<file path="src/rtl/exp_table_scheduler.sv">
// exp_table_scheduler
// Shares one exp(x*sigma) table generator between NREQ requesters. A round-robin
// arbiter picks a requester, its sigma is latched for the generator, a one-cycle
// start pulse launches the run, and every streamed sample is written into that
// requester's bank of the shared table RAM. Completion, short/long runs and
// generator timeouts are reported back.
//
// Ports
//   CLK, RST    clock and synchronous active-high reset
//   iReq        level request per requester, held until its oGrant
//   iSigma      packed sigma per requester, slice i = [18*i+17:18*i]
//   oGrant      one-cycle pulse: request accepted, sigma sampled
//   oReqDone    one-cycle pulse: bank table complete
//   oReqErr     pulses with oReqDone when sample count != TABLE_LEN
//   oFatal      sticky generator timeout flag, cleared only by RST
//   oBusy       high in every state except IDLE
//   oGenStart   one-cycle generator start pulse
//   oGenSigma   sigma presented to the generator
//   iGenData, iGenAddr, iGenValid, iGenDone   generator sample stream
//   oWrEn, oWrAddr, oWrData                   table RAM write port
module exp_table_scheduler #(
    parameter int NREQ       = 4,
    parameter int PATH_WIDTH = 10,
    parameter int X_MIN      = -307,
    parameter int X_MAX      = 280,
    parameter int TIMEOUT    = 1023,
    parameter int BANK_W     = 2
) (
    input  logic                         CLK,
    input  logic                         RST,
    input  logic [NREQ-1:0]              iReq,
    input  logic [18*NREQ-1:0]           iSigma,
    output logic [NREQ-1:0]              oGrant,
    output logic [NREQ-1:0]              oReqDone,
    output logic                         oReqErr,
    output logic                         oFatal,
    output logic                         oBusy,
    output logic                         oGenStart,
    output logic [17:0]                  oGenSigma,
    input  logic [17:0]                  iGenData,
    input  logic [PATH_WIDTH-1:0]        iGenAddr,
    input  logic                         iGenValid,
    input  logic                         iGenDone,
    output logic                         oWrEn,
    output logic [BANK_W+PATH_WIDTH-1:0] oWrAddr,
    output logic [17:0]                  oWrData
);

    localparam int CNT_W     = 10;
    localparam int TABLE_LEN = X_MAX - X_MIN + 1;
    localparam logic [CNT_W-1:0]        TABLE_LEN_C = CNT_W'(TABLE_LEN);
    localparam logic [CNT_W-1:0]        TIMER_LAST  = CNT_W'(TIMEOUT - 1);
    localparam logic [PATH_WIDTH-1:0]   TABLE_LEN_A = PATH_WIDTH'(TABLE_LEN);
    localparam logic signed [PATH_WIDTH:0] X_MIN_S  = (PATH_WIDTH+1)'(X_MIN);

    typedef enum logic [2:0] {
        ST_IDLE,
        ST_START,
        ST_RUN,
        ST_COOL,
        ST_HALT
    } state_t;

    state_t                     state_reg, state_next;
    logic [BANK_W-1:0]          ptr_reg, ptr_next;
    logic [BANK_W-1:0]          id_reg, id_next;
    logic [17:0]                sigma_reg, sigma_next;
    logic [NREQ-1:0]            grant_reg, grant_next;
    logic [NREQ-1:0]            done_reg, done_next;
    logic                       err_reg, err_next;
    logic                       fatal_reg, fatal_next;
    logic [CNT_W-1:0]           count_reg, count_next;
    logic [CNT_W-1:0]           timer_reg, timer_next;
    logic                       cool_reg, cool_next;
    logic                       wr_en_reg, wr_en_next;
    logic [BANK_W+PATH_WIDTH-1:0] wr_addr_reg, wr_addr_next;
    logic [17:0]                wr_data_reg, wr_data_next;
    logic                       gen_start, busy;

    // Per-requester sigma view of the packed input bus.
    logic [17:0] sigma_arr [NREQ];
    generate
        for (genvar gi = 0; gi < NREQ; gi++) begin : g_sigma
            assign sigma_arr[gi] = iSigma[18*gi +: 18];
        end
    endgenerate

    // Round-robin search: candidates ptr, ptr+1, ... (wrapping). The loop runs
    // from the farthest candidate down so the nearest requesting one wins.
    logic [BANK_W-1:0] arb_cand;
    logic [BANK_W-1:0] arb_id;
    logic              arb_found;
    always_comb begin
        arb_cand  = '0;
        arb_id    = '0;
        arb_found = 1'b0;
        for (int i = NREQ - 1; i >= 0; i--) begin
            arb_cand = ptr_reg + BANK_W'(i);
            if (iReq[arb_cand]) begin
                arb_found = 1'b1;
                arb_id    = arb_cand;
            end
        end
    end

    // Table offset in one extra signed bit so addresses below X_MIN show up
    // as negative and are rejected along with those past the table end.
    logic signed [PATH_WIDTH:0] offset_s;
    logic [PATH_WIDTH-1:0]      offset_u;
    logic                       in_range;
    logic [CNT_W-1:0]           count_inc;
    assign offset_s  = $signed({iGenAddr[PATH_WIDTH-1], iGenAddr}) - X_MIN_S;
    assign offset_u  = offset_s[PATH_WIDTH-1:0];
    assign in_range  = !offset_s[PATH_WIDTH] && (offset_u < TABLE_LEN_A);
    assign count_inc = (count_reg == '1) ? count_reg : count_reg + CNT_W'(1);

    always_comb begin
        state_next   = state_reg;
        ptr_next     = ptr_reg;
        id_next      = id_reg;
        sigma_next   = sigma_reg;
        grant_next   = '0;
        done_next    = '0;
        err_next     = 1'b0;
        fatal_next   = fatal_reg;
        count_next   = count_reg;
        timer_next   = timer_reg;
        cool_next    = cool_reg;
        wr_en_next   = 1'b0;
        wr_addr_next = wr_addr_reg;
        wr_data_next = wr_data_reg;
        gen_start    = 1'b0;
        busy         = (state_reg != ST_IDLE);

        case (state_reg)
            ST_IDLE: begin
                if (arb_found) begin
                    id_next            = arb_id;
                    sigma_next         = sigma_arr[arb_id];
                    grant_next[arb_id] = 1'b1;
                    ptr_next           = arb_id + BANK_W'(1);
                    state_next         = ST_START;
                end
            end
            ST_START: begin
                gen_start  = 1'b1;
                count_next = '0;
                timer_next = '0;
                state_next = ST_RUN;
            end
            ST_RUN: begin
                timer_next = timer_reg + CNT_W'(1);
                if (iGenValid) begin
                    // Out-of-range samples still count so the run is flagged.
                    count_next = count_inc;
                    if (in_range) begin
                        wr_en_next   = 1'b1;
                        wr_addr_next = {id_reg, offset_u};
                        wr_data_next = iGenData;
                    end
                end
                if (iGenDone) begin
                    done_next[id_reg] = 1'b1;
                    err_next          = (count_next != TABLE_LEN_C);
                    cool_next         = 1'b0;
                    state_next        = ST_COOL;
                end else if (timer_reg == TIMER_LAST) begin
                    fatal_next = 1'b1;
                    state_next = ST_HALT;
                end
            end
            ST_COOL: begin
                // Two cycles so the generator reloads X_MIN before the next start.
                if (cool_reg) begin
                    state_next = ST_IDLE;
                end else begin
                    cool_next = 1'b1;
                end
            end
            ST_HALT: begin
                state_next = ST_HALT;
            end
            default: begin
                state_next = ST_IDLE;
            end
        endcase
    end

    always_ff @(posedge CLK) begin
        if (RST) begin
            state_reg   <= ST_IDLE;
            ptr_reg     <= '0;
            id_reg      <= '0;
            sigma_reg   <= '0;
            grant_reg   <= '0;
            done_reg    <= '0;
            err_reg     <= 1'b0;
            fatal_reg   <= 1'b0;
            count_reg   <= '0;
            timer_reg   <= '0;
            cool_reg    <= 1'b0;
            wr_en_reg   <= 1'b0;
            wr_addr_reg <= '0;
            wr_data_reg <= '0;
        end else begin
            state_reg   <= state_next;
            ptr_reg     <= ptr_next;
            id_reg      <= id_next;
            sigma_reg   <= sigma_next;
            grant_reg   <= grant_next;
            done_reg    <= done_next;
            err_reg     <= err_next;
            fatal_reg   <= fatal_next;
            count_reg   <= count_next;
            timer_reg   <= timer_next;
            cool_reg    <= cool_next;
            wr_en_reg   <= wr_en_next;
            wr_addr_reg <= wr_addr_next;
            wr_data_reg <= wr_data_next;
        end
    end

    assign oGrant    = grant_reg;
    assign oReqDone  = done_reg;
    assign oReqErr   = err_reg;
    assign oFatal    = fatal_reg;
    assign oBusy     = busy;
    assign oGenStart = gen_start;
    assign oGenSigma = sigma_reg;
    assign oWrEn     = wr_en_reg;
    assign oWrAddr   = wr_addr_reg;
    assign oWrData   = wr_data_reg;

endmodule

</file>
<file path="config.mk">
export PLATFORM = sky130hd
export DESIGN_NAME = exp_table_scheduler
export DESIGN_NICKNAME = d
export VERILOG_FILES = /design/src/rtl/exp_table_scheduler.sv
export SDC_FILE = /design/constraint.sdc
export NUM_CORES = 1
export LEC_CHECK = 0
export ABC_AREA = 1
export CAP_MARGIN = 20
export CELL_PAD_IN_SITES_DETAIL_PLACEMENT = 1
export CELL_PAD_IN_SITES_GLOBAL_PLACEMENT = 1
export CORE_MARGIN = 10
export CORE_UTILIZATION = 33
export CTS_BUF_LIST = sky130_fd_sc_hd__clkbuf_4 sky130_fd_sc_hd__clkbuf_8 sky130_fd_sc_hd__clkbuf_16
export DETAILED_ROUTE_END_ITERATION = 12
export GPL_TIMING_DRIVEN = 0
export PLACE_DENSITY = 0.91
export SETUP_SLACK_MARGIN = 0.1
export SLEW_MARGIN = 20
export SYNTH_ARGS = -nofsm -noshare
export SYNTH_HDL_FRONTEND = slang
export SYNTH_SLANG_ARGS = --single-unit
</file>
<file path="constraint.sdc">
create_clock -name CLK -period 5.3 [get_ports CLK]
set_input_delay 0.53 -clock CLK [delete_from_list [all_inputs] [get_ports CLK]]
set_output_delay 0.53 -clock CLK [all_outputs]
set_load 0.02 [all_outputs]
</file>
# Word-level counts from Yosys, hierarchy flattened
# Index checks and enable logic that the tools add are counted.
# Widths: inputs -> output; s select.
[classes] n_eq_ne=11 addsub=7 n_bitwise=6 magnitude_cmp=10 n_mux=37 reduce_logical=16
[op_table] cell="$pmux 10 s2" n=2
[op_table] cell="$bmux 18 s2" n=1
[op_table] cell="$mux 18" n=2
[op_table] cell="$mux 10" n=3
[op_table] cell="$add 10x1->10 const B" n=2
[op_table] cell="$eq 10x10->1 const B" n=2
[op_table] cell="$lt 2x3->1 const B" n=6
[op_table] cell="$pmux 3 s5" n=1
[op_table] cell="$mux 1" n=13
[op_table] cell="$mux 3" n=4
[op_table] cell="$sub 10x10->11 const B" n=1
[op_table] cell="$lt 10x10->1 const B" n=1
[op_table] cell="$ne 10x10->1 const B" n=1
[op_table] cell="$reduce_and 3->1" n=3
[op_table] cell="$reduce_or 3->1" n=3
[op_table] cell="$bmux 1 s2" n=4
[op_table] cell="$mux 2" n=4
[op_table] cell="$eq 3x2->1 const B" n=2
[op_table] cell="$ne 2x2->1 const B" n=3
[op_table] cell="$not 1->1" n=5
[op_table] cell="$add 2x1->2 const B" n=2
[op_table] cell="$add 2x2->2 const B" n=2
[op_table] cell="$demux 1 s2" n=2
[op_table] cell="$ge 2x1->1 const B" n=2
[op_table] cell="other kinds (12)" n=16
[word_totals] out_inout_bits=61 reg_bits=87

# Depth between registers and ports, before layout
# Gate-level depths: netlist of the first run.
[depth] word_depth=11 ltp_mapped=17 mapped_depth_nobuf=16

# Worst setup path before layout of the first run
# Ideal clock, no wire load.
[synth_path] path_type="input port to flip-flop" startpoint="in iGenAddr[0]" endpoint="reg wr_addr_reg[10] (netlist: oWrAddr[10])" required_time_ns=5.187 arrival_ns=1.977 slack_ns=3.210 cell_stages=15 setup_ns=0.113 cell_sequence="inv_1 ha_1 inv_1 nand3_1 nand2_1 nand2_1 o21ai_0 nand2_1 nor2_1 nand3_2 nand2_2 buf_2 nand2_1 nand2_1 nor2_1"
[synth_via] elab_chain_len=4 word_cells_on_any_way=5
[synth_lines] element="start: declaration" line="41" text="input logic [PATH_WIDTH-1:0] iGenAddr,"
[synth_lines] element="$sub 10x10->11 (*)" line="112" text="assign offset_s = $signed({iGenAddr[PATH_WIDTH-1], iGenAddr}) - X_MIN_S;"
[synth_lines] element="$lt 10x10->1 / $logic_not 1->1 (equally long branches)" line="114" text="assign in_range = !offset_s[PATH_WIDTH] && (offset_u < TABLE_LEN_A);"
[synth_lines] element="$logic_and 1x1->1 (*)" line="114"
[synth_lines] element="$reduce_and 3->1 (no line) (*)"
[synth_lines] element="end signal: assignment" line="218" text="wr_addr_reg <= wr_addr_next;"
[synth_lines] element="end: declaration" line="76" text="logic [BANK_W+PATH_WIDTH-1:0] wr_addr_reg, wr_addr_next;"
# Every way passes the cells marked *; elsewhere a longest branch is shown, timed or not.
# A chain may end at the register's enable or synchronous reset.

# Worst setup path after layout of the first run
[layout_path] startpoint="in iGenAddr[0]" endpoint="reg wr_data_reg[15] (netlist: oWrData[15])"
[layout_via] elab_chain_len=4 word_cells_on_any_way=5
[layout_lines] element="$sub 10x10->11" line="112"
[layout_lines] element="net offset_s[0]" line="108" text="logic signed [PATH_WIDTH:0] offset_s;"
[layout_lines] element="$lt 10x10->1" line="114"
[layout_lines] element="$logic_and 1x1->1" line="114"
[layout_lines] element="$reduce_and 3->1 (no line)"
[layout_lines] element="end signal: assignment" line="219" text="wr_data_reg <= wr_data_next;"
[layout_lines] element="end: declaration" line="77" text="logic [17:0] wr_data_reg, wr_data_next;"
# The timed path passes the listed nets, and every way through them passes these cells.

==> results.md, run 1 <==
* Worst path slowest cell: clkdlybuf4s50_1
* Clock Path Buffers at 2
* Via count at 5,477
* Gr ovfl total at 0
* Number of hold violations in the final report at 0
* Post-synth EDFFs at 0
* Initial antenna violation count at 0
* Area Overhead vs Synth at 44.8%
* Final WL at 18,100 µm
* Maxcap violations at 0
* Register area share after synthesis at 35.2%
* Post-CTS Setup Bufs at 0
* DP Wirelength at 14,400 µm
* Overall Global Routing Usage at 17.3%
* #FFs+latches synth at 87
* Final setup skew at 0.0118 ns
* Synth top area share at 35.2%
* Yosys cell types at 37
* Ys flop type: dfxtp_1
* First-pass GRT wire length at 28,600 µm
* CP peak stage delay at 0.47 ns
* Most frequent CP cell: nand2_1
* DRT Pass-1 Iters at 4
* Fillers at 1,892
* Slew headroom at 58.6%
* Top delay family on crit path: simple AND/OR/NAND/NOR gates
* Yosys warnings at 0
* Leakage at 3.32 nW
* IO buf count at 168
* Die area at 20,300 µm²
* Die Ht at 142 µm
* Root Driver: clkbuf_16
* Netlist Area Pre-Place at 4940 µm²
* Final setup fails at 0
* Final period utilization at 50.4%
* Core area at 14,600 µm²
* Clk_lat worst skew at 0.35 ns
* # DRC at 0
* Crit path DAT at 2.91 ns
* Area contributors post-synth: dfxtp_1, nand2_1, inv_1, nor2_1, nand3_1
* Final WS setup at 2.63 ns
* Least-Margin Pin Slew at 0.622 ns
* Clock Sinks at 87
* Synth Instances at 797
* Post-CTS Resized at 0
* Largest net degree at the start of global routing at 17
* CP Class: input pin to register
* Area occupied by multi-input gates at 2550 µm²
* Design area at 7160 µm²
* Nature of the critical path endpoint: register
* Area after DPL at 6860 µm²
* Share of layout cells above drive strength 1 at 6.52%
* CTS tree: yes
* Final Max Tran Viols at 0
* Status: complete, no violations
* CP Launch Type: input pin
* Fmax at 374 MHz
* Hold Buf Count CTS at 0
* Initial DRC Count at 227
* Setup tns final at 0 ns
* Vias in the first global route at 5,729
* Syn_nets at 913
* Synth top cells by count: nand2_1, inv_1, nor2_1, dfxtp_1, nand3_1
* GP Congestion at 0.837
* Synthesized area per cell at 6.20 µm²
* Asr flop ratio synth at 0%
* Diodes inserted at 0
* Worst-path fanout max at 10
* Buf+Inv Stages, Crit Path at 4
* Placed insts at 1,149
* Cell Count, Final, Fillers Out at 1,165
* Worst Setup Slack post-DPL at 2.26 ns
* I/O pin total at 169
* Area leader, netlist: dfxtp_1
* Effective utilization at floorplan at 33.9%
* Worst path cell trace: clkdlybuf4s50_1 > inv_1 > ha_1 > inv_1 > nand3_1 > nand2_1 > nand2_1 > o21ai_0 > nand2_1 > nor2_1 > nand3_2 > nand2_2 > buf_2 > nand2_1 > nand2_1 > nor2_1
* Hold Path Class: register to register
* Via density at 4.70
* FP Rows at 44
* Fin nets at 1,092
* Most numerous cell in the Yosys netlist: nand2_1
* Htree depth at 3
* CTS clk-pin slew, worst paths at 0.07 ns
* Required time worst endpoint at 5.54 ns
* RSZ-0062 raised after global routing: false
* WL/cell at 15.5 µm
* Reg area at 1740 µm²
* Number of routed nets with antenna violations at 0
* Die Width at 142 µm
* Pwr/cell area at 456 nW/µm²
* R2R Setup Slk at 3.06 ns
* Final min period at 2.67 ns
* Worst vdd ir at 0.239 mV
* CTS Buf Count at 9
## worst min-delay path: stages (launching register included)
cell	delay (ns)
dfxtp_1	0.31
inv_1	0.05
a21oi_1	0.05
## cell usage in the layout (no fill, tap or decap), drive strengths merged, types with 12 or more instances in the layout
cell / Yosys / final
clkbuf: 12 / 21
o211ai: 12 / 12
clkdlybuf4s50: 0 / 168
nor2: 107 / 107
nand3: 76 / 76
a21oi: 27 / 27
nand2: 241 / 241
inv: 135 / 137
dfxtp: 87 / 87
or2: 17 / 17
o21ai: 17 / 17
buf: 17 / 17
## metal layers
layer | GRT usage (%) | wire [µm] | vias up | part of all wire, %
li1 | - | - | 2807 | -
met1 | 19.0 | 7350 | 2511 | 41
met2 | 30.1 | 8950 | 131 | 49
met3 | 6.74 | 1450 | 28 | 8.0
met4 | 5.59 | 340 | 0 | 1.9
met5 | 0 | 0 | - | 0
## stage by stage
stage | total power, mW | utilization [%] | hold WS, ns
finish | 3.26 | 49.1 | 0.455
global route | 3.54 | 49.1 | 0.483
CTS | 3.30 | 49.1 | 0.466
detailed placement | 2.63 | 47.0 | 0.456
global placement | 2.57 | 47.0 | 0.441
floorplan | 1.98 | - | 0.422
## power by group
part	total, mW	leakage, nW	internal, mW	switching (mW)
Clock	0.659	0.139	0.370	0.289
Combinational	1.76	2.47	0.649	1.11
Sequential	0.845	0.708	0.775	0.0694
## cell type report
cell class / count / area share (%)
Clock inverter: 7 / 1.10
Timing Repair Buffer: 168 / 23.5
Sequential cell: 87 / 24.3
Multi-Input combinational cell: 545 / 35.6
Clock buffer: 9 / 3.15
Inverter: 136 / 7.16
Buffer: 29 / 1.99
Tap cell: 184 / 3.22
## path summary, 6_finish.rpt
kind / start / to / cells after the start
worst max-delay path: iGenAddr[0] / oWrData[15] / 16
worst min-delay path: oFatal / oFatal / 2
worst min register to register: oFatal / oFatal / 2
worst max register to register: ptr_reg[1] / ptr_reg[1] / 11
## cell families (layout without fill, tap and decap cells)
group	Yosys count	after routing	share of synthesized area, %
buf+inv	165	349	13.3
compound gates	69	69	8.63
flops	87	87	35.2
xor+xnor	7	7	1.24
simple gates	461	461	39.6
fa+ha+maj	8	8	2.02
No activity file was read; power rests on OpenSTA's default activity.
==> inputs of run 2 (changes only) <==
--- a/config.mk
+++ b/config.mk
@@ -10,11 +10,11 @@
 export CELL_PAD_IN_SITES_DETAIL_PLACEMENT = 1
 export CELL_PAD_IN_SITES_GLOBAL_PLACEMENT = 1
 export CORE_MARGIN = 10
-export CORE_UTILIZATION = 33
+export CORE_UTILIZATION = 31
 export CTS_BUF_LIST = sky130_fd_sc_hd__clkbuf_4 sky130_fd_sc_hd__clkbuf_8 sky130_fd_sc_hd__clkbuf_16
 export DETAILED_ROUTE_END_ITERATION = 12
 export GPL_TIMING_DRIVEN = 0
-export PLACE_DENSITY = 0.91
+export PLACE_DENSITY = 0.86
 export SETUP_SLACK_MARGIN = 0.1
 export SLEW_MARGIN = 20
 export SYNTH_ARGS = -nofsm -noshare
==> constraint.sdc (replaced) <==
create_clock -name CLK -period 2.71 [get_ports CLK]
set_input_delay 0.271 -clock CLK [delete_from_list [all_inputs] [get_ports CLK]]
set_output_delay 0.271 -clock CLK [all_outputs]
set_load 0.02 [all_outputs]
==> results.md, run 2 (same netlist as run 1, synthesis figures left out) <==
* Status: complete, no violations
* CP Launch Type: input pin
* Die Width at 146 µm
* Clock Path Buffers at 2
* Fin nets at 1,092
* Most common cell after layout, fill and taps aside: nand2_1
* Largest net degree at the start of global routing at 16
* Final min period at 2.34 ns
* Number of hold violations in the final report at 0
* Routed met1 length at 7500 µm
* Fmax at 428 MHz
* IO buf count at 168
* I/O pin total at 169
* Diodes inserted at 0
* WL/cell at 14.7 µm
* Clk_lat worst skew at 0.35 ns
* Placed insts at 1,181
* Worst Setup Slack post-DPL at -0.0564 ns
* Maxcap violations at 0
* Final setup skew at 0.00875 ns
* Core area at 15,800 µm²
* Worst vdd ir at 0.442 mV
* Final WL at 17,600 µm
* Slew headroom at 56.9%
* Initial DRC Count at 171
* Most frequent cells in the layout: nand2_1, clkdlybuf4s50_1, inv_1
* First-pass GRT wire length at 29,000 µm
* Die Ht at 146 µm
* Post-CTS Setup Bufs at 0
* Crit path DAT at 2.58 ns
* Effective utilization at floorplan at 31.4%
* DRT Pass-1 Iters at 4
* Leakage at 3.33 nW
* Pwr/cell area at 893 nW/µm²
* Final Max Tran Viols at 0
* WL met3 at 1200 µm
* Final setup fails at 0
* Area Overhead vs Synth at 46.4%
* Least-Margin Pin Slew at 0.646 ns
* Overall Global Routing Usage at 16.3%
* CTS Buf Count at 9
* Gr ovfl total at 0
* Number of routed nets with antenna violations at 0
* RSZ-0062 raised after global routing: false
* Area occupied by multi-input gates at 2550 µm²
* DP Wirelength at 14,300 µm
* FP Rows at 46
* Via count at 5,490
* Required time worst endpoint at 2.96 ns
* Via density at 4.59
* Worst-path fanout max at 10
* Design area at 7240 µm²
* Vias in the first global route at 5,875
* CTS clk-pin slew, worst paths at 0.07 ns
* Hold Path Class: register to register
* Cell Count, Final, Fillers Out at 1,197
* Final WS setup at 0.375 ns
* Final period utilization at 86.2%
* Share of layout cells above drive strength 1 at 6.52%
* # DRC at 0
* Htree depth at 3
* Clock Sinks at 87
* Area after DPL at 6900 µm²
* Fillers at 2,093
* Hold Buf Count CTS at 0
* Die area at 21,400 µm²
* Root Driver: clkbuf_16
* CP Class: input pin to register
* Met2 Wirelength at 8590 µm
* Nature of the critical path endpoint: register
* GP Congestion at 0.810
* Reg area at 1740 µm²
* Initial antenna violation count at 0
* CTS tree: yes
* DR top layer: met4
[run 2: report_power, final]
group	total (mW)	switching (mW)	internal, mW
clock	1.39	0.551	0.837
combinational	3.42	2.15	1.27
sequential	1.65	0.138	1.52
[run 2: worst paths after layout]
path	from	end	slack (ns)	depth (start not counted)
max reg2reg	ptr_reg[1]	ptr_reg[1]	0.40	11
min reg2reg	oFatal	oFatal	0.46	2
min	oFatal	oFatal	0.46	2
max	iGenAddr[0]	oWrAddr[8]	0.37	16
[run 2: area by class of cell]
class / instances / area share [%]
multi-input cells: 545 / 35.3
flip-flops and latches: 87 / 24.1
repair buffers: 168 / 23.2
inverters: 136 / 7.09
well taps: 216 / 3.73
clock buffers: 10 / 3.30
plain buffers: 29 / 2.01
clock inverters: 6 / 1.26
[run 2: what timing repair did]
action | 4_1_cts | 5_1_grt
setup endpoints to repair | 0 | 24
hold endpoints to repair | 0 | 0
resized for setup | 0 | 2
[run 2: layer usage]
metal / vias to the layer above / GRT usage [%]
met2: 118 / 28.7
met5: - / 0
met1: 2541 / 18.2
met4: 0 / 4.95
li1: 2811 / -
met3: 20 / 5.50
[run 2: through the flow]
step | hold WS [ns] | total power, mW | setup TNS [ns] | util (%)
finish | 0.461 | 6.46 | 0 | 45.9
global route | 0.489 | 7.07 | 0 | 45.9
CTS | 0.465 | 6.57 | 0 | 45.8
detailed placement | 0.457 | 5.15 | -0.890 | 43.7
global placement | 0.440 | 5.05 | -0.0108 | 43.7
floorplan | 0.422 | 3.88 | 0 | -
[run 2: critical path, stage by stage]
cell	delay (ns)
clkdlybuf4s50_1	0.49
inv_1	0.07
ha_1	0.22
inv_1	0.06
nand3_1	0.09
nand2_1	0.09
nand2_1	0.09
o21ai_0	0.16
nand2_1	0.09
nor2_1	0.18
nand3_4	0.16
nand2_2	0.16
buf_2	0.24
nand2_1	0.08
nand2_1	0.07
nor2_1	0.05
==> inputs of run 3 (changes only) <==
--- a/config.mk
+++ b/config.mk
@@ -9,6 +9,7 @@
 export CAP_MARGIN = 20
 export CELL_PAD_IN_SITES_DETAIL_PLACEMENT = 1
 export CELL_PAD_IN_SITES_GLOBAL_PLACEMENT = 1
+export CORE_ASPECT_RATIO = 0.7
 export CORE_MARGIN = 10
 export CORE_UTILIZATION = 31
 export CTS_BUF_LIST = sky130_fd_sc_hd__clkbuf_4 sky130_fd_sc_hd__clkbuf_8 sky130_fd_sc_hd__clkbuf_16
==> results.md, run 3 (same netlist as run 1, synthesis figures left out) <==
* IO buf count at 168
* Least-Margin Pin Slew at 0.676 ns
* GP Congestion at 0.841
* Die Width at 171 µm
* CTS clk-pin slew, worst paths at 0.07 ns
* Number of hold violations in the final report at 0
* Hold Path Class: register to register
* Maxcap violations at 0
* Clk_lat worst skew at 0.35 ns
* Effective utilization at floorplan at 31.8%
* FP Rows at 38
* # DRC at 0
* CTS tree: yes
* Worst path cell trace: clkdlybuf4s50_1 > inv_1 > ha_1 > inv_1 > nand3_1 > nand2_1 > nand2_1 > o21ai_0 > nand2_1 > nor2_1 > nand3_4 > nand2_4 > clkbuf_4 > nand2_1 > nand2_1 > nor2_1
* WL/cell at 15.6 µm
* First-pass GRT wire length at 29,100 µm
* Nature of the critical path endpoint: register
* Area after DPL at 6880 µm²
* Vias in the first global route at 5,685
* Crit path DAT at 2.59 ns
* Status: complete, no violations
* Worst-path fanout max at 10
* Most frequent CP cell: nand2_1
* Root Driver: clkbuf_16
* Clock Sinks at 87
* Number of routed nets with antenna violations at 0
* Post-CTS Setup Bufs at 0
* Initial antenna violation count at 0
* Required time worst endpoint at 2.96 ns
* Leakage at 3.31 nW
* Diodes inserted at 0
* Final setup skew at 0.00404 ns
* Htree depth at 3
* Most common cell after layout, fill and taps aside: nand2_1
* Initial DRC Count at 252
* Share of layout cells above drive strength 1 at 6.52%
* Core area at 15,500 µm²
* Cell Count, Final, Fillers Out at 1,181
* CP Class: input pin to register
* DRT Pass-1 Iters at 4
* Final min period at 2.33 ns
* Buf+Inv Stages, Crit Path at 4
* Worst vdd ir at 0.460 mV
* Via count at 5,459
* Die area at 21,500 µm²
* CP peak stage delay at 0.47 ns
* CP Launch Type: input pin
* Clock Path Buffers at 2
* Placed insts at 1,165
* Die Ht at 126 µm
* I/O pin total at 169
* RSZ-0062 raised after global routing: false
* Via density at 4.62
* Hold Buf Count CTS at 0
* Top delay family on crit path: simple AND/OR/NAND/NOR gates
* Overall Global Routing Usage at 16.9%
* Largest net degree at the start of global routing at 16
* DP Wirelength at 14,800 µm
* Most frequent cells in the layout: nand2_1, clkdlybuf4s50_1, inv_1
* Pwr/cell area at 882 nW/µm²
* Fmax at 428 MHz
* Final Max Tran Viols at 0
* Final WL at 18,400 µm
* Final setup fails at 0
* Gr ovfl total at 0
* Fin nets at 1,092
* Slew headroom at 54.9%
* Worst path slowest cell: clkdlybuf4s50_1
* Design area at 7170 µm²
* CTS Buf Count at 9
* Final period utilization at 86.2%
* Post-CTS Resized at 0
* Area Overhead vs Synth at 45.0%
## run 3: path summary, 6_finish.rpt
path              cells past startpoint  slack, ns        start          end
hold reg to reg                       2       0.46       oFatal       oFatal
setup / recovery                     16       0.38  iGenAddr[0]  oWrAddr[10]
setup reg to reg                     12       0.43   ptr_reg[0]   ptr_reg[1]
hold / removal                        2       0.46       oFatal       oFatal
## run 3: worst register-to-register path: stages (launching register included)
cell and delay [ns]:
dfxtp_1 0.32, buf_6 0.14, inv_4 0.06, nand2_1 0.06, nand2_1 0.09, nand2_2 0.13
nand3_2 0.16, nand3_1 0.14, nand2_1 0.21, nand2_2 0.22, buf_2 0.28, ha_1 0.28
a21oi_1 0.12
## run 3: cell type report
cell class,instances,area (µm²)
Buffer,29,145
Multi-Input combinational cell,545,2560
Tap cell,200,250
Inverter,136,513
Timing Repair Buffer,168,1680
Clock buffer,10,233
Clock inverter,6,46.3
Sequential cell,87,1740
Fill cell,2060,8380
## run 3: through the flow
step | TNS, ns | hold slack (ns) | utilization [%] | power, mW | worst slack [ns]
detailed placement | -0.544 | 0.451 | 44.2 | 5.16 | -0.121
global route | 0 | 0.503 | 46.1 | 6.87 | 0.154
global placement | -0.0484 | 0.443 | 44.2 | 5.07 | -0.0484
floorplan | 0 | 0.422 | - | 3.88 | 0.847
finish | 0 | 0.459 | 46.1 | 6.33 | 0.375
CTS | 0 | 0.461 | 46.0 | 6.40 | 0.240
## run 3: report_power, final
group          total [mW]  internal, mW  leakage (nW)  switching [mW]
registers            1.65          1.52         0.708           0.132
logic                3.48          1.27          2.47            2.21
clock network        1.20         0.637         0.132           0.559
## run 3: layer usage
metal	track usage (%)	up-vias	part of all wire (%)
met5	0	-	0
met4	3.06	0	0.57
met3	8.99	10	11
met2	27.6	145	44
met1	19.5	2501	44
li1	-	2803	-
